`src/rtl/osc_cmd_pkg.sv`:
```
// osc_cmd_pkg: shared command opcodes, response bytes and FSM state types for the command UART wrapper
package osc_cmd_pkg;

    localparam logic [7:0] DUMP_CH  = 8'h01;
    localparam logic [7:0] CFG_GAIN = 8'h02;
    localparam logic [7:0] TRIG_LVL = 8'h03;
    localparam logic [7:0] TRIG_POS = 8'h04;
    localparam logic [7:0] SET_DEC  = 8'h05;
    localparam logic [7:0] TRIG_CFG = 8'h06;
    localparam logic [7:0] CH_CFG   = 8'h07;
    localparam logic [7:0] EEP_WR   = 8'h08;
    localparam logic [7:0] EEP_RD   = 8'h09;

    localparam logic [7:0] POS_ACK  = 8'hA5;
    localparam logic [7:0] NEG_ACK  = 8'hEE;

    typedef enum logic [1:0] {RX_B0, RX_B1, RX_B2, HOLD} rx_state_t;
    typedef enum logic {TX_IDLE, TX_BUSY} tx_state_t;

endpackage

```
`src/rtl/cmd_uart_wrapper_if.sv`:
```
// cmd_uart_wrapper_if: UART byte-core and command-processor signals of the command wrapper
interface cmd_uart_wrapper_if;
    logic        rx_rdy;
    logic [7:0]  rx_data;
    logic        clr_rx_rdy;
    logic [7:0]  tx_data;
    logic        trmt;
    logic        tx_done;
    logic [23:0] cmd;
    logic        cmd_rdy;
    logic        clr_cmd_rdy;
    logic [7:0]  resp_data;
    logic        send_resp;
    logic        resp_sent;

    modport master (
        input  rx_rdy, rx_data, tx_done, clr_cmd_rdy, resp_data, send_resp,
        output clr_rx_rdy, tx_data, trmt, cmd, cmd_rdy, resp_sent
    );

    modport slave (
        output rx_rdy, rx_data, tx_done, clr_cmd_rdy, resp_data, send_resp,
        input  clr_rx_rdy, tx_data, trmt, cmd, cmd_rdy, resp_sent
    );
endinterface

```
`src/rtl/cmd_timeout_cnt.sv`:
```
// cmd_timeout_cnt: saturating idle-cycle counter flagging an inter-byte timeout
module cmd_timeout_cnt #(
    parameter int TIMEOUT_CYCLES = 50000
) (
    input  logic clk,
    input  logic rst_n,
    input  logic clr,
    input  logic en,
    output logic expired
);
    localparam int W = $clog2(TIMEOUT_CYCLES + 1);
    localparam logic [W-1:0] LIMIT = W'(TIMEOUT_CYCLES);

    logic [W-1:0] r_cnt;

    // count enabled idle cycles, stopping at the limit so it never wraps
    always_ff @(posedge clk) begin
        if (!rst_n || clr)
            r_cnt <= '0;
        else if (en && r_cnt != LIMIT)
            r_cnt <= r_cnt + W'(1);
    end

    assign expired = (r_cnt == LIMIT);
endmodule

```
`src/rtl/cmd_uart_wrapper.sv`:
```
// cmd_uart_wrapper: assembles 3-byte commands from the UART receiver and sends single-byte responses
module cmd_uart_wrapper
    import osc_cmd_pkg::*;
#(
    parameter int TIMEOUT_CYCLES = 50000
) (
    input logic               clk,
    input logic               rst_n,
    cmd_uart_wrapper_if.master uart
);
    rx_state_t   r_rx_state, w_rx_next;
    tx_state_t   r_tx_state, w_tx_next;
    logic [23:0] r_cmd;
    logic        r_cmd_rdy;
    logic [7:0]  r_tx_data;
    logic        r_trmt;
    logic        r_resp_sent;
    logic        w_consume;
    logic        w_tmo_en;
    logic        w_tmo_clr;
    logic        w_expired;
    logic        w_load;
    logic        w_done;

    // idle cycles only count while a command is partially received
    assign w_tmo_clr = w_consume || r_rx_state == RX_B0 || r_rx_state == HOLD;

    cmd_timeout_cnt #(.TIMEOUT_CYCLES(TIMEOUT_CYCLES)) u_tmo (
        .clk     (clk),
        .rst_n   (rst_n),
        .clr     (w_tmo_clr),
        .en      (w_tmo_en),
        .expired (w_expired)
    );

    // receive next-state: an expired timeout wins over a byte arriving the same cycle,
    // which then stays pending and becomes byte 0 of a fresh command
    always_comb begin
        w_rx_next = r_rx_state;
        w_consume = 1'b0;
        w_tmo_en  = 1'b0;
        case (r_rx_state)
            RX_B0: begin
                w_consume = uart.rx_rdy;
                w_rx_next = uart.rx_rdy ? RX_B1 : RX_B0;
            end
            RX_B1, RX_B2: begin
                w_tmo_en  = !uart.rx_rdy;
                w_consume = uart.rx_rdy && !w_expired;
                w_rx_next = w_expired ? RX_B0 :
                            !uart.rx_rdy ? r_rx_state :
                            (r_rx_state == RX_B1) ? RX_B2 : HOLD;
            end
            default: w_rx_next = uart.clr_cmd_rdy ? RX_B0 : HOLD;
        endcase
    end

    // receive state, command bytes (MSB first) and the cmd_rdy level
    always_ff @(posedge clk) begin
        if (!rst_n) begin
            r_rx_state <= RX_B0;
            r_cmd      <= '0;
            r_cmd_rdy  <= 1'b0;
        end else begin
            r_rx_state <= w_rx_next;
            if (w_consume)
                r_cmd <= (r_rx_state == RX_B0) ? {uart.rx_data, r_cmd[15:0]} :
                         (r_rx_state == RX_B1) ? {r_cmd[23:16], uart.rx_data, r_cmd[7:0]} :
                                                 {r_cmd[23:8], uart.rx_data};
            if (w_consume && r_rx_state == RX_B2)
                r_cmd_rdy <= 1'b1;
            else if (r_rx_state == HOLD && uart.clr_cmd_rdy)
                r_cmd_rdy <= 1'b0;
        end
    end

    // transmit next-state: a send arriving with tx_done chains straight into the next byte
    always_comb begin
        w_tx_next = r_tx_state;
        w_load    = 1'b0;
        w_done    = 1'b0;
        case (r_tx_state)
            TX_IDLE: begin
                w_load    = uart.send_resp;
                w_tx_next = uart.send_resp ? TX_BUSY : TX_IDLE;
            end
            default: begin
                w_done    = uart.tx_done;
                w_load    = uart.tx_done && uart.send_resp;
                w_tx_next = (uart.tx_done && !uart.send_resp) ? TX_IDLE : TX_BUSY;
            end
        endcase
    end

    // transmit state, latched response byte and the trmt/resp_sent pulses
    always_ff @(posedge clk) begin
        if (!rst_n) begin
            r_tx_state  <= TX_IDLE;
            r_tx_data   <= '0;
            r_trmt      <= 1'b0;
            r_resp_sent <= 1'b0;
        end else begin
            r_tx_state  <= w_tx_next;
            if (w_load)
                r_tx_data <= uart.resp_data;
            r_trmt      <= w_load;
            r_resp_sent <= w_done;
        end
    end

    assign uart.clr_rx_rdy = w_consume && rst_n;
    assign uart.cmd        = r_cmd;
    assign uart.cmd_rdy    = r_cmd_rdy;
    assign uart.tx_data    = r_tx_data;
    assign uart.trmt       = r_trmt;
    assign uart.resp_sent  = r_resp_sent;
endmodule

```
`src/flat_wrapper.sv`:
```
// flat-port wrapper written by rule: the top's interface ports become plain ports
module cmd_uart_wrapper_flat import osc_cmd_pkg::*;
#(
    parameter int TIMEOUT_CYCLES = 50000
)
  (clk, rst_n, uart_rx_rdy, uart_rx_data, uart_tx_done, uart_clr_cmd_rdy, uart_resp_data, uart_send_resp, uart_clr_rx_rdy, uart_tx_data, uart_trmt, uart_cmd, uart_cmd_rdy, uart_resp_sent);
  cmd_uart_wrapper_if uart_i ();
  input logic clk;
  input logic rst_n;
  input wire logic [$bits(uart_i.rx_rdy)-1:0] uart_rx_rdy;
  input wire logic [$bits(uart_i.rx_data)-1:0] uart_rx_data;
  input wire logic [$bits(uart_i.tx_done)-1:0] uart_tx_done;
  input wire logic [$bits(uart_i.clr_cmd_rdy)-1:0] uart_clr_cmd_rdy;
  input wire logic [$bits(uart_i.resp_data)-1:0] uart_resp_data;
  input wire logic [$bits(uart_i.send_resp)-1:0] uart_send_resp;
  output wire logic [$bits(uart_i.clr_rx_rdy)-1:0] uart_clr_rx_rdy;
  output wire logic [$bits(uart_i.tx_data)-1:0] uart_tx_data;
  output wire logic [$bits(uart_i.trmt)-1:0] uart_trmt;
  output wire logic [$bits(uart_i.cmd)-1:0] uart_cmd;
  output wire logic [$bits(uart_i.cmd_rdy)-1:0] uart_cmd_rdy;
  output wire logic [$bits(uart_i.resp_sent)-1:0] uart_resp_sent;
  assign uart_i.rx_rdy = uart_rx_rdy;
  assign uart_i.rx_data = uart_rx_data;
  assign uart_i.tx_done = uart_tx_done;
  assign uart_i.clr_cmd_rdy = uart_clr_cmd_rdy;
  assign uart_i.resp_data = uart_resp_data;
  assign uart_i.send_resp = uart_send_resp;
  assign uart_clr_rx_rdy = uart_i.clr_rx_rdy;
  assign uart_tx_data = uart_i.tx_data;
  assign uart_trmt = uart_i.trmt;
  assign uart_cmd = uart_i.cmd;
  assign uart_cmd_rdy = uart_i.cmd_rdy;
  assign uart_resp_sent = uart_i.resp_sent;
  cmd_uart_wrapper #(.TIMEOUT_CYCLES(TIMEOUT_CYCLES)) u_core (.clk(clk), .rst_n(rst_n), .uart(uart_i));
endmodule
```
`config.mk`:
```
export PLATFORM = sky130hd
export DESIGN_NAME = cmd_uart_wrapper_flat
export DESIGN_NICKNAME = d
export VERILOG_FILES = /design/src/rtl/osc_cmd_pkg.sv /design/src/rtl/cmd_uart_wrapper_if.sv /design/src/rtl/cmd_timeout_cnt.sv /design/src/rtl/cmd_uart_wrapper.sv /design/src/flat_wrapper.sv
export SDC_FILE = /design/constraint.sdc
export NUM_CORES = 1
export LEC_CHECK = 0
export ABC_AREA = 0
export ABC_CLOCK_PERIOD_IN_PS = 4500
export BUFFER_PORTS_ARGS = -buffer_cell sky130_fd_sc_hd__buf_2
export CAP_MARGIN = 20
export CORE_MARGIN = 2
export CORE_UTILIZATION = 50
export CTS_BUF_LIST = sky130_fd_sc_hd__clkbuf_4 sky130_fd_sc_hd__clkbuf_8
export CTS_CLUSTER_DIAMETER = 50
export DETAILED_ROUTE_END_ITERATION = 10
export PLACE_DENSITY = 0.75
export SETUP_SLACK_MARGIN = 0.1
export SLEW_MARGIN = 30
export SYNTH_ARGS = -nofsm -noshare
export SYNTH_HDL_FRONTEND = slang
export SYNTH_SLANG_ARGS = --single-unit
```
`constraint.sdc`:
```
create_clock -name clk -period 4.5 [get_ports clk]
set_input_delay 0.675 -clock clk [delete_from_list [all_inputs] [get_ports clk]]
set_output_delay 0.675 -clock clk [all_outputs]
set_load 0.05 [all_outputs]
```
==> metrics.md <==
| Metric | Value |
|---|---|
| Run status | finished clean |
| Pre-antenna DRT Iters | 4 |
| Die area | 5620 µm² |
| Max Fclk | 364 MHz |
| CTS tree | yes |
| RSZ-0062 raised after global routing | false |
| Primary FF master, synth | dfxtp_1 |
| Crit Path Class | reg -> out |
| Clk_lat worst skew | 0.31 ns |
| Min-delay src | u_core.uart.cmd[18] |
| # resized after CTS | 0 |
| Synth warn | 0 |
| RePlAce Congestion | 0.889 |
| Seq. cell area | 1080 µm² |
| DP Wirelength | 4.20 mm |
| Final Hold Fails | 0 |
| R2R depth | 6 |
| Area of placed instances | 2840 µm² |
| Detailed Route WL | 5.82 mm |
| Post-DRT Antenna Nets | 0 |
| Num rows | 25 |
| Final worst path period share | 61.0% |
| Yosys reg bits | 54 |
| Remaining Overflow, GRT | 0 |
| Multi-input logic area | 1320 µm² |
| Slew margin rel. | 44.4% |
| CTS root buffer | clkbuf_8 |
| Die Ht | 75.0 µm |
| Placed insts | 403 |
| CP Launch Type | register |
| Clock transition at the registers of the reported paths | 0.10 ns |
| Syn avg cell area | 8.57 µm² |
| Reg-to-Reg End | u_core.u_tmo.r_cnt[13] |
| Power Dens Cells | 428 nW/µm² |
| Total power | 1.26 mW |
| Worst-Margin Slew | 0.829 ns |
| Port bufs | 57 |
| Maximum number of pins on one net before global-route repair | 32 |
| Final setup margin | 1.75 ns |
| Fillers | 433 |
| Required time of the critical path | 3.83 ns |
| Async set-reset flop share out of synthesis | 0% |
| CP arrival | 2.07 ns |
| Htree depth | 2 |
| Vias per cell | 5.57 |
| Final setup violation count | 0 |
| Number of global-route vias before repair | 2,154 |
| CTS Hold Bufs | 0 |
| Routed len/inst | 14.2 µm |
| Layout Skew | 0.0151 ns |
| Max rail drop VDD | 0.210 mV |
| Share of cells above drive strength 1 | 23.3% |
| Area Growth Syn to Fin | 17.3% |
| Die span in x | 75.0 µm |
| Worst min path class | reg -> reg |
| EDFF count, synth | 0 |
| Vias post-DR | 2,289 |
| Core area | 4790 µm² |
| Final Util | 61.8% |
| Antenna Cells | 0 |
| Antenna violations before repair | 0 |
| Gr usage total | 21.1% |
| TNS Setup | 0 ns |
| Hold path depth | 2 |
| Hold Path End | u_core.uart.cmd[18] |
| Nets@finish | 372 |
| Clock sink count | 54 |
| Sequential area share after synthesis | 42.9% |
| Crit path time final | 2.75 ns |
| Post-Syn Area | 2520 µm² |
| Syn_nets | 323 |
| Initial core utilization | 52.7% |
| Max_cap viols | 0 |
| Drt drc | 0 |
| Crit-path max FO | 6 |
| Ports | 58 |
| Starting DRT DRC Count | 124 |
| Synth Instances | 294 |
| Max-slew violations | 0 |
| Pre-CTS setup slack | 1.91 ns |
| Final instance area | 2960 µm² |
| Leakage | 1.18 nW |
| Bufs on Longest Clock Path | 2 |
| Internal reg-to-reg setup slack | 2.18 ns |
| Postcts setup bufs | 0 |
| Post-synthesis cell type count | 46 |
| Non-Filler Instances | 411 |
| CTS Buf Count | 5 |
| CP startpoint | u_core.u_tmo.r_cnt[11] |
| Worst reg2reg startpoint | u_core.r_rx_state[0] |
| CP Capture Type | output port |
| First-pass GRT wire length | 9.33 mm |
| Hold_ws | 0.455 ns |
registers in the layout (all words and copies together), names as in the netlist:
name	flops
u_core.uart.cmd	24
u_core.u_tmo.r_cnt	16
u_core.uart.tx_data	8
u_core.r_rx_state	2
u_core.r_tx_state	1
u_core.uart.cmd_rdy	1
u_core.uart.resp_sent	1
u_core.uart.trmt	1
metal layers:
metal,up-vias,global-route usage [%],wire length [µm]
li1,1139,-,-
met1,1077,26.0,2670
met2,65,36.6,2730
met3,8,3.61,347
met4,0,8.33,73
met5,-,0,0
critical path: stages, from the launching register on:
cell	delay, ns
dfxtp_1	0.37
or4b_4	0.60
o41ai_2	0.45
a21oi_1	0.12
buf_2	0.22
kinds of logic (layout without fill, tap and decap cells):
family | after synthesis | count (layout) | share of synthesized area (%)
simple gates | 119 | 119 | 24.5
compound gates | 61 | 61 | 15.3
flops | 54 | 54 | 42.9
buf+inv | 30 | 80 | 4.92
mux | 18 | 18 | 7.15
fa+ha+maj | 7 | 7 | 3.48
xor+xnor | 5 | 5 | 1.74
cell usage in the layout (no fill, tap or decap), types with 4 or more instances in the layout:
master    instances
dfxtp_1          54
nand2_1          37
inv_1            12
nor3_1            5
o21ai_0          14
a21oi_1          27
mux2i_1          18
clkbuf_8          6
xnor2_1           4
nor4_1            5
ha_1              7
buf_2            57
nand4_1           5
nand3_1          24
nor2_1           20
or4_1             4
how the worst max path moves through the flow:
stage	to	slack, ns	cells after the start
finish	uart_clr_rx_rdy	1.75	4
CTS	uart_clr_rx_rdy	1.75	6
global route	uart_clr_rx_rdy	1.57	6
floorplan	uart_clr_rx_rdy	1.77	4
detailed placement	u_core.u_tmo.r_cnt[13]	1.91	5
global placement	u_core.uart.cmd[5]	2.03	5
area by class of cell:
| cell class | instances | area share [%] |
|---|---|---|
| multi-input combinational | 210 | 44.7 |
| sequential | 54 | 36.6 |
| timing repair buffer | 59 | 10.2 |
| tap | 67 | 2.84 |
| clock buffer | 6 | 2.79 |
| inverter | 13 | 1.65 |
| clock inverter | 2 | 1.31 |
cells in the mapped netlist (2+ instances only):
| cell | n | share of area, % |
|---|---|---|
| buf_4 | 2 | 0.60 |
| and3_1 | 2 | 0.50 |
| or4_1 | 4 | 1.2 |
| ha_1 | 7 | 3.5 |
| nor2b_1 | 2 | 0.50 |
| a31oi_1 | 3 | 0.74 |
| o21bai_1 | 2 | 0.60 |
| a21oi_1 | 27 | 5.4 |
| or3b_2 | 2 | 0.70 |
| nor2_1 | 20 | 3.0 |
| nand4b_1 | 2 | 0.70 |
| o21ai_0 | 14 | 2.8 |
| mux2i_1 | 18 | 7.1 |
| nor3_1 | 5 | 0.99 |
| dfxtp_1 | 54 | 43 |
| o31ai_1 | 2 | 0.60 |
| xnor2_1 | 4 | 1.4 |
| nand3_1 | 24 | 4.8 |
| nand4_1 | 5 | 1.2 |
| a32o_1 | 2 | 0.79 |
| or3_1 | 2 | 0.50 |
| nand2_1 | 37 | 5.5 |
| buf_2 | 3 | 0.60 |
| buf_1 | 3 | 0.45 |
| inv_1 | 13 | 1.9 |
| a221oi_2 | 2 | 1.2 |
| nor4_1 | 6 | 1.5 |
| clkbuf_1 | 9 | 1.3 |
power breakdown:
group / switching (mW) / total, mW / internal, mW
registers: 0.0186 / 0.531 / 0.513
clock network: 0.162 / 0.345 / 0.183
logic: 0.276 / 0.389 / 0.113
(Power assumes the default switching activity.)
